[src/rtl/mac_sequencer.sv]
// Sequencer for the Q8.8 MAC in the fully-connected layers: issues operand reads, clears the
// MAC between neurons and writes one result per neuron. Build macro SEQ_RELU_EN applies ReLU at write.
module mac_sequencer #(
  parameter int N_INPUTS  = 16,
  parameter int N_NEURONS = 8,
  parameter int IN_AW     = 4,
  parameter int NEU_AW    = 3,
  parameter int W_AW      = 7
) (
  input  logic              clk,
  input  logic              reset,
  input  logic              start,
  output logic              busy,
  output logic              done,
  output logic [IN_AW-1:0]  in_addr,
  output logic [W_AW-1:0]   w_addr,
  input  logic [15:0]       in_rdata,
  input  logic [15:0]       w_rdata,
  output logic [15:0]       mac_value,
  output logic [15:0]       mac_weight,
  output logic              mac_clr_n,
  input  logic [15:0]       mac_out,
  output logic              res_we,
  output logic [NEU_AW-1:0] res_addr,
  output logic [15:0]       res_data,
  output logic [2:0]        state_dbg
);

  // Handshake: start is a one-cycle request honoured only when busy is low (IDLE);
  // busy stays high from the cycle after acceptance through the one-cycle done pulse.
  typedef enum logic [2:0] {
    IDLE  = 3'd0,
    CLEAR = 3'd1,
    FEED  = 3'd2,
    DRAIN = 3'd3,
    WRITE = 3'd4,
    DONE  = 3'd5
  } state_t;

  localparam logic [IN_AW-1:0]  I_LAST = IN_AW'(N_INPUTS - 1);
  localparam logic [NEU_AW-1:0] N_LAST = NEU_AW'(N_NEURONS - 1);

  state_t             state;
  state_t             state_nx;
  logic [NEU_AW-1:0]  n;
  logic               drain_cnt;
  logic               rd_valid;
  logic [15:0]        res_hold;
  logic [15:0]        res_next;

  always_comb begin
    state_nx = state;
    case (state)
      IDLE:    if (start) state_nx = CLEAR;
      CLEAR:   state_nx = FEED;
      FEED:    if (in_addr == I_LAST) state_nx = DRAIN;
      DRAIN:   if (drain_cnt) state_nx = WRITE;
      WRITE:   state_nx = (n == N_LAST) ? DONE : CLEAR;
      DONE:    state_nx = IDLE;
      default: state_nx = IDLE;
    endcase
  end

  // The MAC accumulates every cycle, so anything not backed by a read must enter as zero.
  assign mac_value  = rd_valid ? in_rdata : 16'h0000;
  assign mac_weight = rd_valid ? w_rdata  : 16'h0000;

`ifdef SEQ_RELU_EN
  assign res_next = mac_out[15] ? 16'h0000 : mac_out;
`else
  assign res_next = mac_out;
`endif

  // mac_out only settles during WRITE, so the word is forwarded then and held afterwards.
  assign res_data  = (state == WRITE) ? res_next : res_hold;
  assign busy      = (state != IDLE);
  assign state_dbg = state;

  always_ff @(posedge clk or negedge reset) begin
    if (!reset) begin
      state     <= IDLE;
      n         <= '0;
      drain_cnt <= 1'b0;
      in_addr   <= '0;
      w_addr    <= '0;
      rd_valid  <= 1'b0;
      done      <= 1'b0;
      res_we    <= 1'b0;
      mac_clr_n <= 1'b0;
      res_addr  <= '0;
      res_hold  <= 16'h0000;
    end else begin
      state     <= state_nx;
      rd_valid  <= (state == FEED);
      done      <= (state_nx == DONE);
      res_we    <= (state_nx == WRITE);
      mac_clr_n <= (state_nx == FEED) || (state_nx == DRAIN) || (state_nx == WRITE);
      if (state_nx == WRITE) res_addr <= n;
      case (state)
        IDLE: begin
          if (start) begin
            n      <= '0;
            w_addr <= '0;
          end
        end
        CLEAR: begin
          in_addr   <= '0;
          drain_cnt <= 1'b0;
        end
        FEED: begin
          in_addr <= (in_addr == I_LAST) ? '0 : in_addr + 1'b1;
          w_addr  <= w_addr + 1'b1;
        end
        DRAIN: drain_cnt <= ~drain_cnt;
        WRITE: begin
          res_hold <= res_next;
          if (n != N_LAST) n <= n + 1'b1;
        end
        default: ;
      endcase
    end
  end

endmodule

[config.mk]
export PLATFORM = sky130hd
export DESIGN_NAME = mac_sequencer
export DESIGN_NICKNAME = d
export VERILOG_FILES = /design/src/rtl/mac_sequencer.sv
export SDC_FILE = /design/constraint.sdc
export NUM_CORES = 1
export LEC_CHECK = 0
export ABC_AREA = 0
export CAP_MARGIN = 25
export CORE_UTILIZATION = 34
export DETAILED_ROUTE_END_ITERATION = 8
export GPL_ROUTABILITY_DRIVEN = 1
export PLACE_DENSITY = 0.88
export REMOVE_ABC_BUFFERS = 1
export SLEW_MARGIN = 20
export SYNTH_ARGS = -nofsm -noshare
export SYNTH_HDL_FRONTEND = slang
export SYNTH_SLANG_ARGS = --single-unit
export TNS_END_PERCENT = 10
[constraint.sdc]
create_clock -name clk -period 1.7 [get_ports clk]
set_input_delay 0.255 -clock clk [delete_from_list [all_inputs] [get_ports clk]]
set_output_delay 0.255 -clock clk [all_outputs]
set_load 0.01 [all_outputs]
==> flow_metrics.py, run 1 <==
metrics = {
    "cts": {
        "cts.path.max_buffers": 2,
        "clock_latency_ps": 300,
        "htree_levels": 2,
        "cts_buffers": 5,
        "clkTransAtPathRegs_ps": 80,
        "cts_tree": "built",
        "clock_tree.root_cell": "clkbuf_8",
        "cts_sinks": 41,
        "postCtsHoldBufs": 0,
    },
    "floorplan": {
        "core_area_mm2": 0.005574,
        "dieArea_mm2": 0.006139,
        "std_cell_rows": 27,
        "dieWidth_um": 78.35,
        "die_h_um": 78.35,
        "ios": 120,
        "initial_core_util_pct": 35.56,
    },
    "layout": {
        "fill_cells": 451,
        "layout_common_cells": "69 x clkdlybuf4s50_1, 41 x dfrtp_1, 32 x and2_1, 32 x dlygate4sd2_1, 18 x buf_6",
        "utilization_pct": 63.75,
        "drive_above_1_share_pct": 21.43,
        "nets": 362,
        "final_common_cell": "clkdlybuf4s50_1",
        "area_growth_pct": 79.29,
    },
    "pwr": {
        "power_density_mw_per_mm2": 605.8,
        "p_leak_nw": 1.644,
        "power_frac_comb_pct": 15.5,
        "switchingPower_uw": 461.9,
        "p_sw_share_pct": 21.46,
        "p_int_mw": 1.691,
        "totalPowerFinal_mw": 2.153,
        "irDropWorstVdd_mv": 0.5401,
        "pwr-share-clk_pct": 38.1,
        "seq_power_share_pct": 46.4,
    },
    "timing": {
        "rsz0062_at_grt": "true",
        "hold_viol": 0,
        "worst_slew_pin_slew_ps": 516.1,
        "setup-violations-final": 19,
        "fmax_ghz": 0.5213,
        "fin_crit_sh_pct": 112.9,
        "min_period_ps": 1918,
        "fin_skew_ps": 9.705,
        "relSlewSlack_pct": 65.59,
        "finalMaxSlewViolations": 0,
        "setup_ws_ps": -218.5,
    },
    "worst_setup_path": {
        "criticalPathCategory": "reg2out",
        "cp_max_fo": 5,
        "slowest_stage": "dfrtp_1",
        "start_kind": "flop",
        "cp.required_ps": 1440,
        "slowest_delay_ps": 420,
        "cp-end-kind": "output pin",
        "cp_data_arrival_time_ps": 1660,
        "critPathLaunch": "state_dbg[0]",
        "crit_chain": "nor3b_4 -> buf_6 -> buf_12 -> mux2_4 -> buf_6",
        "reg2reg_from": "state_dbg[1]",
        "cp_common_cell": "buf_6",
    },
    "grt": {
        "grt_remaining_overflow": 0,
        "grt_antenna_before_repair": 2,
        "track_usage_pct": 20.70,
        "grt_pass1_vias": 1839,
        "grt_max_degree": 42,
        "grt_pass1_wl_mm": 9.473,
    },
    "drt": {
        "drtPass1Iterations": 4,
        "post_drt_wl_per_cell_um": 15.80,
        "postRouteAntennaNets": 0,
        "drtIter0Drc": 58,
        "routed-via-count": 1838,
        "wirelength_mm": 6.036,
        "drt-vias-per-instance": 4.812,
        "route.detailed.drc": 0,
    },
    "yosys": {
        "ys_ff_latch": 41,
        "synth_cells": 176,
        "ys_types": 38,
        "avgSynthCellArea_um2": 11.26,
        "ys_seq_area_share_pct": 51.77,
        "yosysWarnings": 0,
        "synth_area_mm2": 0.001982,
    },
    "placement": {
        "portBuffers": 119,
        "gp_congestion": 0.7463,
        "dp_slack_ps": -216.8,
        "dp_hpwl_mm": 4.324,
    },
    "worst_hold_path": {
        "min_path_type": "in2async",
    },
    "run": {
        "cap_violations": 0,
    },
    "outcome": {
        "failed_checks": "negative setup slack",
        "outcome": "complete, but fails checks",
    },
}
==> cell type report <==
cell class                 instances  area (um^2)  area share (%)
timing repair buffer             133         1326           37.32
clock buffer                       6        82.58           2.324
antenna                            2        5.005          0.1408
sequential                        41         1026           28.87
clock inverter                     2        37.54           1.056
tap                               72        90.09           2.535
inverter                           8        30.03          0.8451
multi-input combinational        118        955.9           26.90
==> stage by stage <==
stage          setup TNS (ps)  cells  hold WS, ps  area [um^2]
2_1_floorplan           -2906    167       -40.59         1933
3_3_place_gp            -2846    367        340.9         3302
3_5_place_dp            -3197    367        349.4         3302
4_1_cts                 -3742    381        23.33         3562
5_1_grt                 -4820    382        44.16         3553
6_report                -3384    382        7.639         3553
==> logic make-up after synthesis <==
group / synth area share (%)
simple gates: 21.84
flops: 51.77
mux: 12.88
compound gates: 6.566
buf+inv: 3.977
fa+ha+maj: 2.525
xor+xnor: 0.4420
==> flip-flops by register name, summed over array words and instances (netlist names) <==
signal	flops
done	1
res_hold	16
state_dbg	3
drain_cnt	1
rd_valid	1
n	3
mac_clr_n	1
res_we	1
res_addr	3
in_addr	4
w_addr	7
==> critical path: cells and delay by family, from the launching register on <==
kind	cells	cell delay (ps)
DFF	1	420
buffers and inverters	3	400
muxes	1	310
and+or+nand+nor	1	240
==> synthesized netlist by cell type <==
master | instances | area (um^2)
nor4_1 | 1 | 6.260
buf_6 | 1 | 11.26
buf_2 | 3 | 15.01
xor2_1 | 1 | 8.760
nand4_1 | 1 | 6.260
a21oi_1 | 2 | 10.01
ha_1 | 4 | 50.05
and2_1 | 32 | 200.2
nand3_1 | 7 | 35.03
a311oi_1 | 1 | 8.760
nand2_1 | 10 | 37.54
o211a_1 | 1 | 10.01
o21ai_0 | 5 | 25.02
buf_4 | 1 | 7.510
nor3b_4 | 1 | 18.77
clkbuf_1 | 4 | 15.01
or4b_2 | 1 | 10.01
and3_1 | 2 | 12.51
o311ai_0 | 1 | 8.760
a2111oi_0 | 1 | 8.760
nor4b_1 | 1 | 8.760
nand2b_1 | 1 | 6.260
mux2i_1 | 3 | 30.03
dfrtp_1 | 41 | 1026
or3_1 | 1 | 6.260
inv_2 | 1 | 3.750
o31ai_1 | 1 | 7.510
nor3_1 | 6 | 30.03
inv_1 | 7 | 26.28
a22o_1 | 3 | 26.28
nor2_1 | 3 | 11.26
a21o_1 | 1 | 7.510
nand3b_1 | 1 | 7.510
or3b_1 | 1 | 8.760
nor4b_2 | 1 | 15.01
a211o_1 | 2 | 17.52
nor2b_1 | 2 | 12.51
mux2_2 | 20 | 225.2
==> repair_timing <==
item | CTS | global route
buffers inserted | 4 | 0
pin swaps | 1 | 1
endpoints found under the hold margin | 0 | 0
gates resized for setup | 134 | 3
cloned | 2 | 0
endpoints found under the setup margin | 53 | 23
==> path summary, 6_finish.rpt <==
kind / cells past startpoint / slack (ps) / endpoint
setup / recovery: 5 / -220 / res_data[7]
hold reg to reg: 1 / 490 / w_addr[6]
setup reg to reg: 4 / 60 / w_addr[6]
hold / removal: 2 / 8 / res_hold[4]
min in group clk: 1 / 490 / w_addr[6]
max in group asynchronous: 2 / 1330 / w_addr[6]
==> layer usage <==
layer	track usage, %	up-vias	wire (um)
met4	10.00	0	142
met5	0	-	0
met3	6.860	9	513
met1	22.90	866	2318
met2	35.61	94	3061
li1	-	869	-
==> power groups by stage <==
stage	Clock (mW)	Combinational (mW)	Sequential [mW]
3_5_place_dp	0	0.339	1.02
6_report	0.820	0.333	1.00
5_1_grt	0.881	0.355	1.00
4_1_cts	0.838	0.334	1.00
3_3_place_gp	0	0.333	1.02
2_1_floorplan	0	0.0846	1.02
Power figures use the tool's default switching activity.
==> inputs of run 2 (changes only) <==
SLEW_MARGIN = unset   (was 20)
==> results of run 2 <==
The final DEF is identical to that of run 1; final timing and power are the same.
==> inputs of run 3 (changes only) <==
REMOVE_ABC_BUFFERS = unset   (was 1)
==> run 3 against run 2 <==
Compared with the run above: the flow still finishes with violations (negative setup slack); combinational power is essentially flat; count of clock-buffer cells in the layout is the same; die area is the same; critical path depth is the same; worst setup slack lost 12 ps; design area shrank 0.92%; flip-flop and latch count is the same; via count grew 0.44%; utilization shrank 0.58 points; non-clock buffer count grew 2.
==> flow_metrics.py, run 3 (same netlist as run 1, synthesis figures left out) <==
metrics = {
    "cts": {
        "cts_buffers": 5,
        "clock_latency_ps": 290,
        "cts.path.max_buffers": 2,
        "cts_tree": "built",
        "htree_levels": 2,
        "clkTransAtPathRegs_ps": 70,
        "cts_sinks": 41,
        "clock_tree.root_cell": "clkbuf_8",
    },
    "timing": {
        "relSlewSlack_pct": 78.34,
        "finalMaxSlewViolations": 0,
        "setup-violations-final": 16,
        "hold_viol": 0,
        "fin_crit_sh_pct": 113.6,
        "rsz0062_at_grt": "true",
        "min_period_ps": 1931,
        "hold_ws_ps": 481.3,
        "fin_skew_ps": 4.105,
        "fmax_ghz": 0.5179,
        "worst_slew_pin_slew_ps": 316.7,
        "setup_ws_ps": -230.8,
    },
    "grt": {
        "grt_max_degree": 42,
        "grt_pass1_vias": 1839,
        "grt_pass1_wl_mm": 8.914,
        "grt_antenna_before_repair": 0,
        "track_usage_pct": 18.59,
        "grt_remaining_overflow": 0,
    },
    "worst_setup_path": {
        "rrSetupSlack_ps": 40,
        "cp.required_ps": 1440,
        "r2r.worst_path.cells": 5,
        "cp-end-kind": "output pin",
        "cp_max_fo": 5,
        "cp_data_arrival_time_ps": 1680,
        "criticalPathCategory": "reg2out",
        "start_kind": "flop",
    },
    "drt": {
        "route.detailed.drc": 0,
        "drt-vias-per-instance": 4.832,
        "wirelength_mm": 5.558,
        "drtPass1Iterations": 4,
        "postRouteAntennaNets": 0,
        "post_drt_wl_per_cell_um": 14.55,
        "drtIter0Drc": 67,
        "routed-via-count": 1846,
    },
    "floorplan": {
        "initial_core_util_pct": 35.56,
        "std_cell_rows": 27,
        "dieWidth_um": 78.35,
        "core_area_mm2": 0.005574,
        "dieArea_mm2": 0.006139,
        "ios": 120,
        "die_h_um": 78.35,
    },
    "pwr": {
        "power_density_mw_per_mm2": 551.2,
        "totalPowerFinal_mw": 1.941,
        "irDropWorstVdd_mv": 0.5186,
        "p_leak_nw": 1.626,
    },
    "layout": {
        "final_common_cell": "clkdlybuf4s50_1",
        "area_growth_pct": 77.65,
        "top_regs": "res_hold: 16 flops, w_addr: 7 flops, in_addr: 4 flops",
        "largest_register_ffs": 16,
        "nets": 364,
        "top_register": "res_hold",
        "layout_common_cells": "66 x clkdlybuf4s50_1, 41 x dfrtp_1, 35 x dlygate4sd2_1, 32 x and2_1, 22 x buf_6",
        "drive_above_1_share_pct": 21.61,
        "n_antenna_cell": 0,
    },
    "outcome": {
        "outcome": "complete, but fails checks",
        "failed_checks": "negative setup slack",
    },
    "worst_hold_path": {
        "holdPathStages": 1,
        "min_path_type": "reg2reg",
    },
    "yosys": {
        "syn-num-nets": 231,
    },
    "placement": {
        "dp_hpwl_mm": 3.948,
        "portBuffers": 119,
        "gp_congestion": 0.7598,
    },
    "run": {
        "cap_violations": 0,
    },
}
-- run 3: cell count changes in the layout (fill, tap and decap cells not counted), sizes merged --
cell / previous run / this run
dlygate4sd3: 0 / 1
buf: 31 / 32
clkdlybuf4s50: 69 / 66
clkinvlp: 1 / 0
dlygate4sd2: 32 / 35
bufinv: 1 / 0
diode: 2 / 0
clkinv: 0 / 2
-- run 3: final timing paths --
check | from | to
max | state_dbg[1] | res_data[10]
min | w_addr[6] | w_addr[6]
max reg2reg | n[0] | n[0]
min reg2reg | w_addr[6] | w_addr[6]
max in group asynchronous | reset | res_hold[5]
min in group asynchronous | reset | n[2]
-- run 3: power by group --
group / total (mW) / internal, mW / switching (mW)
clock: 0.610 / 0.284 / 0.326
sequential: 0.999 / 0.994 / 0.00589
combinational: 0.331 / 0.222 / 0.109
total: 1.94 / 1.50 / 0.440
-- run 3: per-layer routing --
metal / share of wire [%] / global-route usage (%) / up-vias
li1: - / - / 871
met1: 36 / 19.09 / 873
met2: 53 / 35.61 / 97
met3: 9.6 / 6.163 / 5
met4: 0.95 / 5.000 / 0
met5: 0 / 0 / -
-- run 3: final cells by class --
cell class,instances,area [um^2]
clock inverters,2,10.01
fillers,455,2053
flip-flops and latches,41,1026
repair buffers,135,1335
multi-input cells,118,957.2
inverters,8,30.03
clock buffers,6,72.57
well taps,72,90.09
-- run 3: per-stage QoR --
step	utilization [%]	instances	setup slack, ps	TNS, ps	cell area, um^2
after global routing	63.17	382	-305.5	-4104	3521
after detailed placement	59.24	367	-232.3	-3257	3302
after global placement	59.24	367	-203.2	-2840	3302
after floorplan	-	176	9.730	0	1986
final	63.17	382	-230.8	-2822	3521
after CTS	62.90	383	-241.8	-3326	3506
-- run 3: critical path, cell delays in order, from the launching register on --
cell and delay (ps):
dfrtp_1 410, nor3b_4 260, buf_6 170, buf_6 110, mux2_4 300, buf_6 120
-- run 3: repair_timing --
action | CTS | global route
hold endpoints to repair | 41 | 0
hold buffers | 1 | 0
pin swaps | 1 | 1
resized for setup | 138 | 6
endpoints found under the setup margin | 53 | 20
setup buffers | 6 | 0
cloned | 1 | 0
